### src/rtl/sha_digest_serializer.sv
// sha_digest_serializer
//
// Output stage behind the SHA-256 core. Captures a finished 256-bit digest
// and streams it out one byte per valid/ready handshake, either as 32 raw
// bytes (MSB byte first) or as 64 lowercase ASCII hex characters (high
// nibble first), optionally followed by TERM_CHAR in hex mode.
//
// Parameters:
//   TERM_EN    - nonzero appends TERM_CHAR after the last hex character
//   TERM_CHAR  - terminator byte value
//
// Ports:
//   clk        - clock, all logic on rising edge
//   rst        - synchronous reset, active-low
//   digest_vld - single-cycle pulse, digest_in holds a finished digest
//   digest_in  - hash digest, H0 in [255:224]
//   hex_mode   - 0 = raw bytes, 1 = ASCII hex; sampled only at capture
//   out_data   - output byte (registered)
//   out_valid  - out_data valid (registered)
//   out_ready  - sink accepts out_data this cycle
//   out_last   - high with the final byte of a frame (registered)
//   busy       - frame in progress
//   drop_err   - sticky: a digest was discarded while busy

module sha_digest_serializer #(
    parameter int         TERM_EN   = 0,
    parameter logic [7:0] TERM_CHAR = 8'h0A
) (
    input  logic         clk,
    input  logic         rst,
    input  logic         digest_vld,
    input  logic [255:0] digest_in,
    input  logic         hex_mode,
    output logic [7:0]   out_data,
    output logic         out_valid,
    input  logic         out_ready,
    output logic         out_last,
    output logic         busy,
    output logic         drop_err
);

    typedef enum logic [1:0] {
        IDLE = 2'd0,
        SEND = 2'd1,
        TERM = 2'd2
    } state_t;

    state_t         state;
    logic [5:0]     idx;
    logic [255:0]   hold;
    logic           hex_q;

    state_t         state_n;
    logic [5:0]     idx_n;
    logic [255:0]   hold_n;
    logic           hex_n;
    logic           drop_n;
    logic [7:0]     data_n;
    logic           last_n;

    logic           hs;
    logic           at_last;
    logic           term_on;
    logic           final_hs;
    logic           capture;
    logic [3:0]     nib;
    int unsigned    byte_pos;
    int unsigned    nib_pos;

    function automatic logic [7:0] hex_char(input logic [3:0] n);
        if (n <= 4'd9)
            return 8'h30 + {4'h0, n};
        else
            return 8'h57 + {4'h0, n};
    endfunction

    // Next-state and next-output logic. Outputs are registered, so the
    // element to present is derived from the *next* index/holding register;
    // this keeps out_ready off any combinational path to the outputs.
    always_comb begin
        state_n  = state;
        idx_n    = idx;
        hold_n   = hold;
        hex_n    = hex_q;
        drop_n   = drop_err;
        data_n   = 8'h00;
        last_n   = 1'b0;
        nib      = 4'h0;
        byte_pos = 0;
        nib_pos  = 0;

        hs       = out_valid & out_ready;
        at_last  = hex_q ? (idx == 6'd63) : (idx == 6'd31);
        term_on  = hex_q && (TERM_EN != 0);
        final_hs = hs && (((state == SEND) && at_last && !term_on) || (state == TERM));
        capture  = digest_vld && ((state == IDLE) || final_hs);

        if (digest_vld && (state != IDLE) && !final_hs)
            drop_n = 1'b1;

        case (state)
            SEND: begin
                if (hs) begin
                    if (at_last)
                        state_n = term_on ? TERM : IDLE;
                    else
                        idx_n = idx + 6'd1;
                end
            end
            TERM: begin
                if (hs)
                    state_n = IDLE;
            end
            default: ;
        endcase

        // A digest arriving on the final handshake chains straight into
        // the next frame without passing through IDLE.
        if (capture) begin
            hold_n  = digest_in;
            hex_n   = hex_mode;
            idx_n   = '0;
            state_n = SEND;
        end

        case (state_n)
            SEND: begin
                if (hex_n) begin
                    nib_pos = 255 - 4 * int'(idx_n);
                    nib     = hold_n[nib_pos -: 4];
                    data_n  = hex_char(nib);
                    last_n  = (idx_n == 6'd63) && (TERM_EN == 0);
                end else begin
                    byte_pos = 255 - 8 * int'(idx_n);
                    data_n   = hold_n[byte_pos -: 8];
                    last_n   = (idx_n == 6'd31);
                end
            end
            TERM: begin
                data_n = TERM_CHAR;
                last_n = 1'b1;
            end
            default: ;
        endcase
    end

    always_ff @(posedge clk) begin
        if (!rst) begin
            state     <= IDLE;
            idx       <= '0;
            hold      <= '0;
            hex_q     <= 1'b0;
            out_data  <= 8'h00;
            out_valid <= 1'b0;
            out_last  <= 1'b0;
            busy      <= 1'b0;
            drop_err  <= 1'b0;
        end else begin
            state     <= state_n;
            idx       <= idx_n;
            hold      <= hold_n;
            hex_q     <= hex_n;
            out_data  <= data_n;
            out_valid <= (state_n != IDLE);
            out_last  <= last_n;
            busy      <= (state_n != IDLE);
            drop_err  <= drop_n;
        end
    end

endmodule
### config.mk
export PLATFORM = sky130hd
export DESIGN_NAME = sha_digest_serializer
export DESIGN_NICKNAME = d
export VERILOG_FILES = /design/src/rtl/sha_digest_serializer.sv
export SDC_FILE = /design/constraint.sdc
export NUM_CORES = 1
export LEC_CHECK = 0
export ABC_AREA = 1
export CELL_PAD_IN_SITES_DETAIL_PLACEMENT = 1
export CELL_PAD_IN_SITES_GLOBAL_PLACEMENT = 1
export CORE_MARGIN = 10
export CORE_UTILIZATION = 37
export DETAILED_ROUTE_END_ITERATION = 7
export PLACE_DENSITY_LB_ADDON = 0.05
export SYNTH_ARGS = -nofsm -noshare
export SYNTH_HDL_FRONTEND = slang
export SYNTH_SLANG_ARGS = --single-unit
### constraint.sdc
create_clock -name clk -period 4.3 [get_ports clk]
set_input_delay 1.075 -clock clk [delete_from_list [all_inputs] [get_ports clk]]
set_output_delay 1.075 -clock clk [all_outputs]
set_load 0.01 [all_outputs]
==> run metrics, run 1 <==
status=finished, final reports clean; fill count=roughly 5,600; nets=around 3,300; Clock Path Buffers=3; Critical Path Max Stage Delay=about 0.48 ns; num rows=between 70 and 80; WL per Instance=around 21 um; setup TNS=0 ns; detailed placer's ending HPWL=59.1 mm; Core ar.=0.0419 mm^2; critical path data required time=~4.8 ns; crit path max-delay cell type=clkdlybuf4s50_1; slack of the critical path=0.177 ns; share of cells above drive strength 1=approximately 14%; placed cell areas=roughly 0.021 mm^2; GPL Wtd Cong=0.918; clk sinks=approximately 280; Congestion Overflow GR=0; CP startpoint kind=primary input; die width=~230 um; CTS Buf Count=36; 1st-pass router iterations=5; Post-Syn Area=around 0.016 mm^2; pre-CTS setup slack=-0.420 ns; Syn-to-layout area delta=41.6%; CP bufs+invs=7; Slew HR=about 43%; largest net degree at the start of global routing=between 100 and 150; largest family of logic cells by synthesized area=simple AND/OR/NAND/NOR gates; Root Driver=clkbuf_16; post-synthesis compound-gate area fraction=13.5%; antenna diode instance count=0; RSZ-0062 raised after global routing=no; vias in the first global route=a little over 20,000; Post-Synth Adder-Cell Area=less than 1%; Lkg Pwr=roughly 10 nW; post-route cell area=0.0222 mm^2; vias=roughly 19,000; Mapped Cells=~2,600; residual DRC count=0; Clk Latency, worst-skew pair=roughly 0.56 ns; mux cell area share after synthesis=0%; cells along the critical path=clkdlybuf4s50_1 > nand2_1 > nor2_4 > buf_4 > buf_4 > nand4_1 > nand3_4 > nor2_2 > inv_1 > buf_12 > a21oi_1 > nor2_1 > nand2_1 > nand3_1 > nand3_1 > nand2_1 > inv_1 > ha_1 > nand2_2 > nand4_2 > buf_4 > a211oi_2; sequential share of the synthesized area=35.2%; Avg Inst Size Synth=approximately 6 um^2; DR iter-0 viols=roughly 1,200; Critical Path End Type=register; cts hold-fix bufs=0; I/O pin count=around 270; final hold vios=0; H-Tree Depth=2; CTS tree=done; Synth cell types=46; final WL=~77 mm; crit-path max FO=16; Max rail drop VDD=between 0.2 and 0.3 mV; Non-Filler Instances=3,595; fin crit period=a little over 4 ns; post-synthesis xor/xnor area fraction=less than 1%; yosys warns=0; Slew Viols, Final=0; asr flop ratio synth=0%; Mapped Nets=2,844; Top Family by Delay on Critical Path=simple AND/OR/NAND/NOR gates; Synth Register Bits=276; Post-Synth Simple-Gate Area=between 40% and 50%; vias per std cell=around 5.2; Crit Path Category=in2reg; Final setup viols=0; PD cells=approximately 340 mW/mm^2; initial antenna violation count=0; Max Freq=between 0.2 and 0.25 GHz; Worst Skew=0.0134 ns; global-route wire length before repair=roughly 120 mm; Clock Pin Slew Worst Setup and Hold Paths=0.06 ns; final period utilization=a little over nine tenths; number of synthesized flops with an enable pin=0; Final ANT Viol Nets=0; main flop type after synthesis=dfxtp_1; Max-Cap Viols=0; die area=roughly 0.05 mm^2; Initial Utilization=a little under two fifths; number of cells after detailed placement=3,531; port bufs=~270; GR Util All Layers=around 30%; Hold WS=about 0.46 ns; Die Y=226 um; worst slew pin tran=0.857 ns; Hold Crit Class=reg2reg; worst endpoint data arrival time=about 4.6 ns
==> synth_stat cells (2+ instances only) <==
cell      instances  area share (%)
a21boi_0          2           0.096
a21oi_1         204             6.5
a221o_1           2            0.13
a221oi_1          3            0.17
a311oi_1          2            0.11
a31oi_1           6            0.24
buf_1             7            0.17
buf_2            87             2.8
buf_4            20            0.96
buf_6            15             1.1
clkbuf_1         49             1.2
dfxtp_1         276              35
ha_1              8            0.64
inv_1           166             4.0
inv_2             7            0.17
nand2_1        1039              25
nand2_2           6            0.24
nand3_1         265             8.5
nand3_2           6            0.38
nand3b_1          2           0.096
nand4_1           7            0.28
nor2_1          186             4.5
nor2_2            2           0.080
nor2_4            2            0.14
nor3_1            9            0.29
o211ai_1         26             1.2
o21ai_0          77             2.5
o21ai_1          63             2.0
or2_0             2           0.080
or2_1             4            0.16
or2_2            10            0.40
==> kinds of logic after synthesis <==
kind of cell / count (synthesis)
and+or+nand+nor: 1544
AOI/OAI and AO/OA: 394
adders and majority gates: 8
DFF: 276
buffers and inverters: 352
xor gates and xnor gates: 1
==> power by group <==
part / switching, mW / internal (mW) / total [mW]
registers: 0.0507 / 2.73 / 2.78
clock network: 1.25 / 1.78 / 3.03
logic: 1.03 / 0.809 / 1.84
total: 2.33 / 5.33 / 7.65
==> routing by layer <==
| layer | wire length (um) | vias up | track usage (%) |
|---|---|---|---|
| li1 | - | 9140 | - |
| met1 | 30700 | 9125 | 33.6 |
| met2 | 39200 | 462 | 54.0 |
| met3 | 3360 | 143 | 4.01 |
| met4 | 3330 | 0 | 13.4 |
| met5 | 0 | - | 0 |
==> worst min-delay path, stage by stage, from the launching register on <==
cell and delay, ns:
dfxtp_1 0.31, inv_1 0.05, a21oi_1 0.06
==> cells in the final DEF, fill, tap and decap left out, types with 3 or more instances in the layout <==
master	Yosys	layout
nand2_1	1039	1038
buf_4	20	290
dfxtp_1	276	276
clkdlybuf4s50_1	0	271
nand3_1	265	265
a21oi_1	204	204
nor2_1	186	182
inv_1	166	165
o21ai_0	77	76
o21ai_1	63	64
clkbuf_16	0	37
buf_12	0	34
o211ai_1	26	26
or2_2	10	10
nor3_1	9	9
clkinv_2	0	8
ha_1	8	8
nand4_1	7	7
clkbuf_1	49	7
nand2_2	6	6
inv_2	7	6
a31oi_1	6	6
nor2_4	2	5
clkbuf_8	0	5
nand3_2	6	4
or2_1	4	4
nand3_4	1	3
nor2_2	2	3
a221oi_1	3	3
inv_6	0	3
==> flip-flops by register name, indices dropped and copies added (netlist names) <==
signal and cells:
hold 256, out_data 8, idx 6, state 2, busy 1, drop_err 1, hex_q 1, out_last 1
==> timing repair <==
| item | 4_1_cts | 5_1_grt |
|---|---|---|
| resized for setup | 0 | 9 |
| endpoints found under the hold margin | 0 | 0 |
| endpoints found under the setup margin | 0 | 4 |
| setup buffers | 0 | 2 |
==> final timing paths <==
check	slack, ns	depth (start not counted)	startpoint	end
worst max-delay path	0.18	22	out_ready	out_data[6]$_SDFF_PN0_
worst min-delay path	0.46	2	drop_err$_SDFFE_PN0P_	drop_err$_SDFFE_PN0P_
worst max register to register	0.60	24	idx[1]$_SDFF_PN0_	out_data[6]$_SDFF_PN0_
worst min register to register	0.46	2	drop_err$_SDFFE_PN0P_	drop_err$_SDFFE_PN0P_
==> final cells by class <==
type / instances / area (um^2) / share of cell area, %
inverters: 174 / 662 / 2.98
clock inverters: 13 / 129 / 0.581
well taps: 539 / 674 / 3.04
clock buffers: 49 / 1020 / 4.60
multi-input cells: 1947 / 8600 / 38.7
flip-flops and latches: 276 / 5530 / 24.9
repair buffers: 597 / 5590 / 25.2
==> stage by stage <==
stage	util, %	power, mW
after floorplan	-	3.69
after global placement	50.1	4.60
after detailed placement	50.1	4.66
after CTS	52.8	7.69
after global routing	52.9	7.98
final	52.9	7.65
Power figures use the tool's default switching activity.
==> run 2, diff against run 1 <==
GPL_ROUTABILITY_DRIVEN = 0   (was default)
==> run 2 against run 1 <==
Clock-buffer cell count increased by 1. Fmax is 0.50% higher. Critical path depth is the same. Clock skew rose by 0.0091 ns. Register-to-register slack is essentially flat. Sequential power is essentially flat. Via count shrank 0.46%. Critical endpoint is now out_data[3]$_SDFF_PN0_. Largest power group unchanged.
==> run metrics, run 2 (synthesized netlist as in run 1, its figures left out) <==
port bufs=272 (unchanged); num rows=75 (unchanged); global-route wire length before repair=113 mm (-3.1%); vias=18,800 (-0.46%); CP bufs+invs=4 (-3); die width=226 um (unchanged); worst r2r src=idx[1]$_SDFF_PN0_; Top Registers=hold x256, out_data x8, idx x6; cells along the critical path=clkdlybuf4s50_1 > nand2_1 > nor2_4 > nand3_4 > a21boi_4 > buf_4 > buf_6 > nand2_1 > nand2_1 > nand2_1 > a21oi_1 > nor2_1 > nand2_1 > nand3_1 > nand3_1 > nand2_1 > inv_1 > ha_1 > nand2_1 > nand4_2 > nand4_1 > a21oi_1; slack of the critical path=0.197 ns (+0.0203 ns); Crit Path Category=in2reg; Top Family by Delay on Critical Path=simple AND/OR/NAND/NOR gates; hold_sp=drop_err$_SDFFE_PN0P_; worst slew pin tran=0.786 ns (-0.0709 ns); die area=0.0510 mm^2 (unchanged); H-Tree Depth=2 (unchanged); Final ANT Viol Nets=0 (unchanged); detailed placer's ending HPWL=57.5 mm (-2.7%); cts hold-fix bufs=0 (unchanged); Slew HR=47.6% (+4.7 points); commonest cells after routing, fill and taps aside=nand2_1, dfxtp_1, clkdlybuf4s50_1, nand3_1, buf_4; Clock Pin Slew Worst Setup and Hold Paths=0.06 ns (about the same); Final setup viols=0 (unchanged); WL per Instance=21.0 um (-1.3%); Reg-to-Reg End=out_data[3]$_SDFF_PN0_; Clk Latency, worst-skew pair=0.55 ns (about the same); Slew Viols, Final=0 (unchanged); largest net degree at the start of global routing=112 (-5.9%); hold path endpoint=drop_err$_SDFFE_PN0P_; Critical Path End Type=register; clk sinks=276 (unchanged); Hold Crit Class=reg2reg; critical path data required time=4.76 ns (about the same); WHS Path Cells=2 (unchanged); Most flops, register=hold; residual DRC count=0 (unchanged); DR iter-0 viols=1,328 (+13%); Lkg Pwr=10.3 nW (-1.8%); Max-Cap Viols=0 (unchanged); vias in the first global route=20,000 (-1.2%); reg2reg setup slack=0.59 ns (about the same); CTS Buf Count=34 (-5.6%); antenna diode instance count=0 (unchanged); Root Driver=clkbuf_16; Worst Skew=0.0225 ns (+0.00912 ns); Clock Path Buffers=3 (unchanged); Initial Utilization=37.4% (unchanged); Max rail drop VDD=0.261 mV (-13%); worst endpoint data arrival time=4.57 ns (-0.02 ns); crit path max-delay cell type=clkdlybuf4s50_1; I/O pin count=273 (unchanged); Congestion Overflow GR=0 (unchanged); GR Util All Layers=28.5% (-1.1 points); commonest non-fill, non-tap cell in the layout=nand2_1; CP startpoint kind=primary input; Critical Path Max Stage Delay=0.47 ns (about the same); FF-to-FF path depth=22 (-8.3%); share of cells above drive strength 1=12.8% (-1.2 points); final period utilization=95.4% (-0.47 points); final hold vios=0 (unchanged); Max Freq=0.244 GHz (+0.50%); nets=3,265 (-1.1%); status=finished, final reports clean; crit-path max FO=22 (+6); initial antenna violation count=1 (+1); vias per std cell=5.28 (+0.61%); PD cells=351 mW/mm^2 (+1.8%); pre-CTS setup slack=-0.293 ns (+0.127 ns); Hold WS=0.455 ns (-0.00485 ns); setup TNS=0 ns (unchanged); final WL=74.7 mm (-2.3%); Die Y=226 um (unchanged); Syn-to-layout area delta=39.4%; max FFs per register=256 (unchanged); most used cell, CP=nand2_1; 1st-pass router iterations=5 (unchanged); Core ar.=0.0419 mm^2 (unchanged); CTS tree=done; fin crit period=4.10 ns (-0.0203 ns)
==> run 2: changes by cell type in the layout (fill, tap and decap cells not counted), moves of 3 or more <==
cell	delta
buf_4	-26
buf_12	-9
clkinv_2	-5
inv_6	-3
==> run 2: stage by stage <==
stage	power [mW]	std cells	cell area [um^2]	util, %
6_report	7.67	3557	21900	52.1
5_1_grt	7.99	3557	21900	52.1
4_1_cts	7.70	3554	21800	52.0
3_5_place_dp	4.59	3496	20600	49.2
3_3_place_gp	4.54	3496	20600	49.2
2_1_floorplan	3.69	2575	15700	-
==> run 2: area by class of cell <==
class / count / area, um^2
sequential: 276 / 5530
fill: 5572 / 20100
inverter: 174 / 661
multi-input combinational: 1947 / 8580
clock buffer: 50 / 1040
timing repair buffer: 563 / 5220
tap: 539 / 674
clock inverter: 8 / 143
==> run 2: worst min-delay path: stages (launching register included) <==
cell     delay (ns)
dfxtp_1        0.31
inv_1          0.05
a21oi_1        0.05
==> run 2: power by group <==
| part | internal (mW) | total [mW] | switching (mW) |
|---|---|---|---|
| combinational | 0.757 | 1.79 | 1.03 |
| sequential | 2.73 | 2.78 | 0.0499 |
| clock | 1.92 | 3.10 | 1.19 |
| total | 5.41 | 7.67 | 2.27 |
==> run 2: how the worst max path moves through the flow <==
stage / startpoint / to / slack [ns] / cells past startpoint
floorplan: out_ready / out_data[1]$_SDFF_PN0_ / 0.83 / 27
global placement: out_ready / out_data[3]$_SDFF_PN0_ / -0.14 / 21
detailed placement: out_ready / out_data[6]$_SDFF_PN0_ / -0.29 / 24
CTS: out_ready / out_data[3]$_SDFF_PN0_ / 0.23 / 21
global route: out_ready / out_data[1]$_SDFF_PN0_ / -0.006 / 25
finish: out_ready / out_data[3]$_SDFF_PN0_ / 0.20 / 22
==> run 2: timing repair <==
item / CTS / global route
endpoints found under the setup margin: 0 / 3
buffers inserted: 0 / 3
endpoints found under the hold margin: 0 / 0
resized for setup: 0 / 4
==> run 2: layer usage <==
metal | part of all wire (%) | up-vias | GRT usage, %
met3 | 4.8 | 141 | 3.52
met4 | 4.9 | 2 | 13.8
met5 | 0.024 | - | 0
met2 | 50 | 559 | 50.8
met1 | 41 | 9054 | 33.1
li1 | - | 9028 | -
==> run 3, diff against run 2 <==
CORE_UTILIZATION = 44   (was 37)
DONT_BUFFER_PORTS = 1   (was default)
PLACE_DENSITY = 0.92   (was default)
PLACE_DENSITY_LB_ADDON = default   (was 0.05)
==> run 3 against run 2 <==
Wire length down 7.7%. Sequential power about the same. Combinational power down 31%. Critical endpoint is now out_data[1]$_SDFF_PN0_. Register-to-register slack worse by 0.16 ns. Clock power down 6.8%. Non-clock buffer count down 519. Final area down 22%. Utilization down 4.2 points. Critical path depth up 3. Sequential cell count unchanged. Sequential share of layout area up 7.3 points.
==> run metrics, run 3 (synthesized netlist as in run 1, its figures left out) <==
DR iter-0 viols=1,927 (+45%); Initial Utilization=44.3% (+6.9 points); Lkg Pwr=7.94 nW (-23%); Die Y=209 um (-7.6%); grt met2 use=50.4% (-0.42 points); Reg-to-Reg End=out_data[1]$_SDFF_PN0_; Clock Pin Slew Worst Setup and Hold Paths=0.07 ns (about the same); reg2reg setup slack=0.43 ns (-0.16 ns); Slew HR=41.6% (-6.0 points); commonest non-fill, non-tap cell in the layout=nand2_1; final hold vios=0 (unchanged); placed cell areas=0.0158 mm^2 (-23%); Core ar.=0.0354 mm^2 (-16%); Final ANT Viol Nets=0 (unchanged); Clock Path Buffers=3 (unchanged); met3 GRT Util=6.16% (+2.6 points); CTS Buf Count=34 (unchanged); Max rail drop VDD=0.297 mV (+14%); WHS Path Cells=2 (unchanged); setup TNS=0 ns (unchanged); worst r2r src=state[1]$_SDFF_PN0_; Clk Latency, worst-skew pair=0.53 ns (-0.02 ns); vias=17,700 (-5.9%); cts hold-fix bufs=0 (unchanged); worst endpoint data arrival time=4.34 ns (-0.23 ns); total power draw=6.92 mW (-9.8%); global-route wire length before repair=105 mm (-7.7%); number of cells after detailed placement=2,902 (-17%); residual DRC count=0 (unchanged); pre-CTS setup slack=0.118 ns (+0.411 ns); WL per Instance=23.2 um (+10%); Non-Filler Instances=2,978 (-16%); GR Util All Layers=30.0% (+1.5 points); Core Util, Final=47.9% (-4.2 points); worst slew pin tran=0.876 ns (+0.0900 ns); max FFs per register=256 (unchanged); die width=209 um (-7.6%); fin crit period=3.87 ns (-0.232 ns); largest net degree at the start of global routing=140 (+25%); hold path endpoint=hold[111]$_SDFF_PN0_; final period utilization=90.0% (-5.4 points); die area=0.0436 mm^2 (-15%); detailed placer's ending HPWL=49.6 mm (-14%); fill count=4,857 (-13%); commonest cells after routing, fill and taps aside=nand2_1, dfxtp_1, nand3_1, a21oi_1, nor2_1; hold_sp=hold[111]$_SDFF_PN0_; met1 Usage GRT=33.8% (+0.74 points); Congestion Overflow GR=0 (unchanged); GRT busiest layer=met2; final WL=69.0 mm (-7.7%); setup bufs post-CTS=0 (unchanged); PD cells=408 mW/mm^2 (+16%); Syn-to-layout area delta=8.18%; crit-path max FO=45 (+100%); post-route cell area=0.0170 mm^2 (-22%); port bufs=0 (-100%); vias in the first global route=18,200 (-8.6%); share of cells above drive strength 1=5.52% (-7.2 points); num rows=69 (-8.0%); slack of the critical path=0.429 ns (+0.232 ns); nets=2,746 (-16%); H-Tree Depth=2 (unchanged); Max Freq=0.258 GHz (+6.0%); Most flops, register=hold; I/O pin count=273 (unchanged); critical path data required time=4.77 ns (about the same); Max-Cap Viols=0 (unchanged); Critical Path End Type=register; Hold WS=0.472 ns (+0.0170 ns); clk sinks=276 (unchanged); RSZ-0062 raised after global routing=no; Root Driver=clkbuf_16; Hold Crit Class=reg2reg; Worst Skew=0.0256 ns (+0.00317 ns); initial antenna violation count=14 (+13); CTS tree=done; Crit Path Category=reg2reg; Slew Viols, Final=0 (unchanged); status=finished, final reports clean; CP startpoint kind=register; FF-to-FF path depth=25 (+14%); Top Registers=hold x256, out_data x8, idx x6; Final setup viols=0 (unchanged); 1st-pass router iterations=5 (unchanged); Post-CTS Resized=0 (unchanged); vias per std cell=5.94 (+12%)
==> run 3: changes by cell type in the layout (fill, tap and decap cells not counted), moves of 2 or more <==
| cell | change |
|---|---|
| diode_2 | +16 |
| inv_6 | +2 |
| buf_6 | -2 |
| bufinv_16 | -2 |
| clkdlybuf4s50_1 | -271 |
| clkbuf_8 | -3 |
| clkinv_2 | +5 |
| clkbuf_16 | -2 |
| nor2_4 | -2 |
| buf_4 | -233 |
| buf_12 | -12 |
| nor2_2 | +2 |
==> run 3: cell type report <==
class	instances	area, um^2	share of cell area, %
antenna	16	40.0	0.236
clock buffer	46	957	5.64
clock inverter	14	134	0.789
inverter	174	661	3.90
multi-input combinational	1947	8570	50.5
sequential	276	5530	32.6
tap	461	577	3.40
timing repair buffer	44	493	2.91
==> run 3: how the worst max path moves through the flow <==
stage                             start                      to  slack [ns]  cells after the start
floorplan                     out_ready  out_data[1]$_SDFF_PN0_        0.83                     27
global placement              out_ready  out_data[1]$_SDFF_PN0_        0.32                     19
detailed placement            out_ready  out_data[1]$_SDFF_PN0_        0.12                     23
CTS                     busy$_SDFF_PN0_  out_data[1]$_SDFF_PN0_        0.57                     23
global route        state[1]$_SDFF_PN0_  out_data[1]$_SDFF_PN0_        0.15                     25
finish              state[1]$_SDFF_PN0_  out_data[1]$_SDFF_PN0_        0.43                     25
==> run 3: worst max-delay path, cell delays in order, from the launching register on <==
cell and delay [ns]:
dfxtp_1 0.32, inv_1 0.10, ha_1 0.20, inv_2 0.07, nor2_4 0.22, nand3_4 0.14
a21boi_4 0.26, buf_12 0.23, buf_12 0.25, nand2_1 0.11, nand2_1 0.09, nand2_1 0.09
nand3_1 0.11, nand3_1 0.15, nand2_1 0.16, nand3_1 0.12, nand3_1 0.11, nand2_1 0.16
inv_1 0.15, ha_1 0.16, nand2_1 0.13, nand3_2 0.12, nand2_1 0.05, nand3_1 0.06
nand2_1 0.07, a21oi_1 0.11
==> run 3: metal layers <==
layer / wire [um] / part of all wire, %
met1: 25600 / 37
met2: 32600 / 47
met3: 5830 / 8.4
met4: 4850 / 7.0
met5: 13 / 0.019
==> run 3: power by group <==
group	switching [mW]	internal, mW
clock network	1.20	1.69
registers	0.0591	2.73
logic	0.891	0.351
total	2.15	4.77
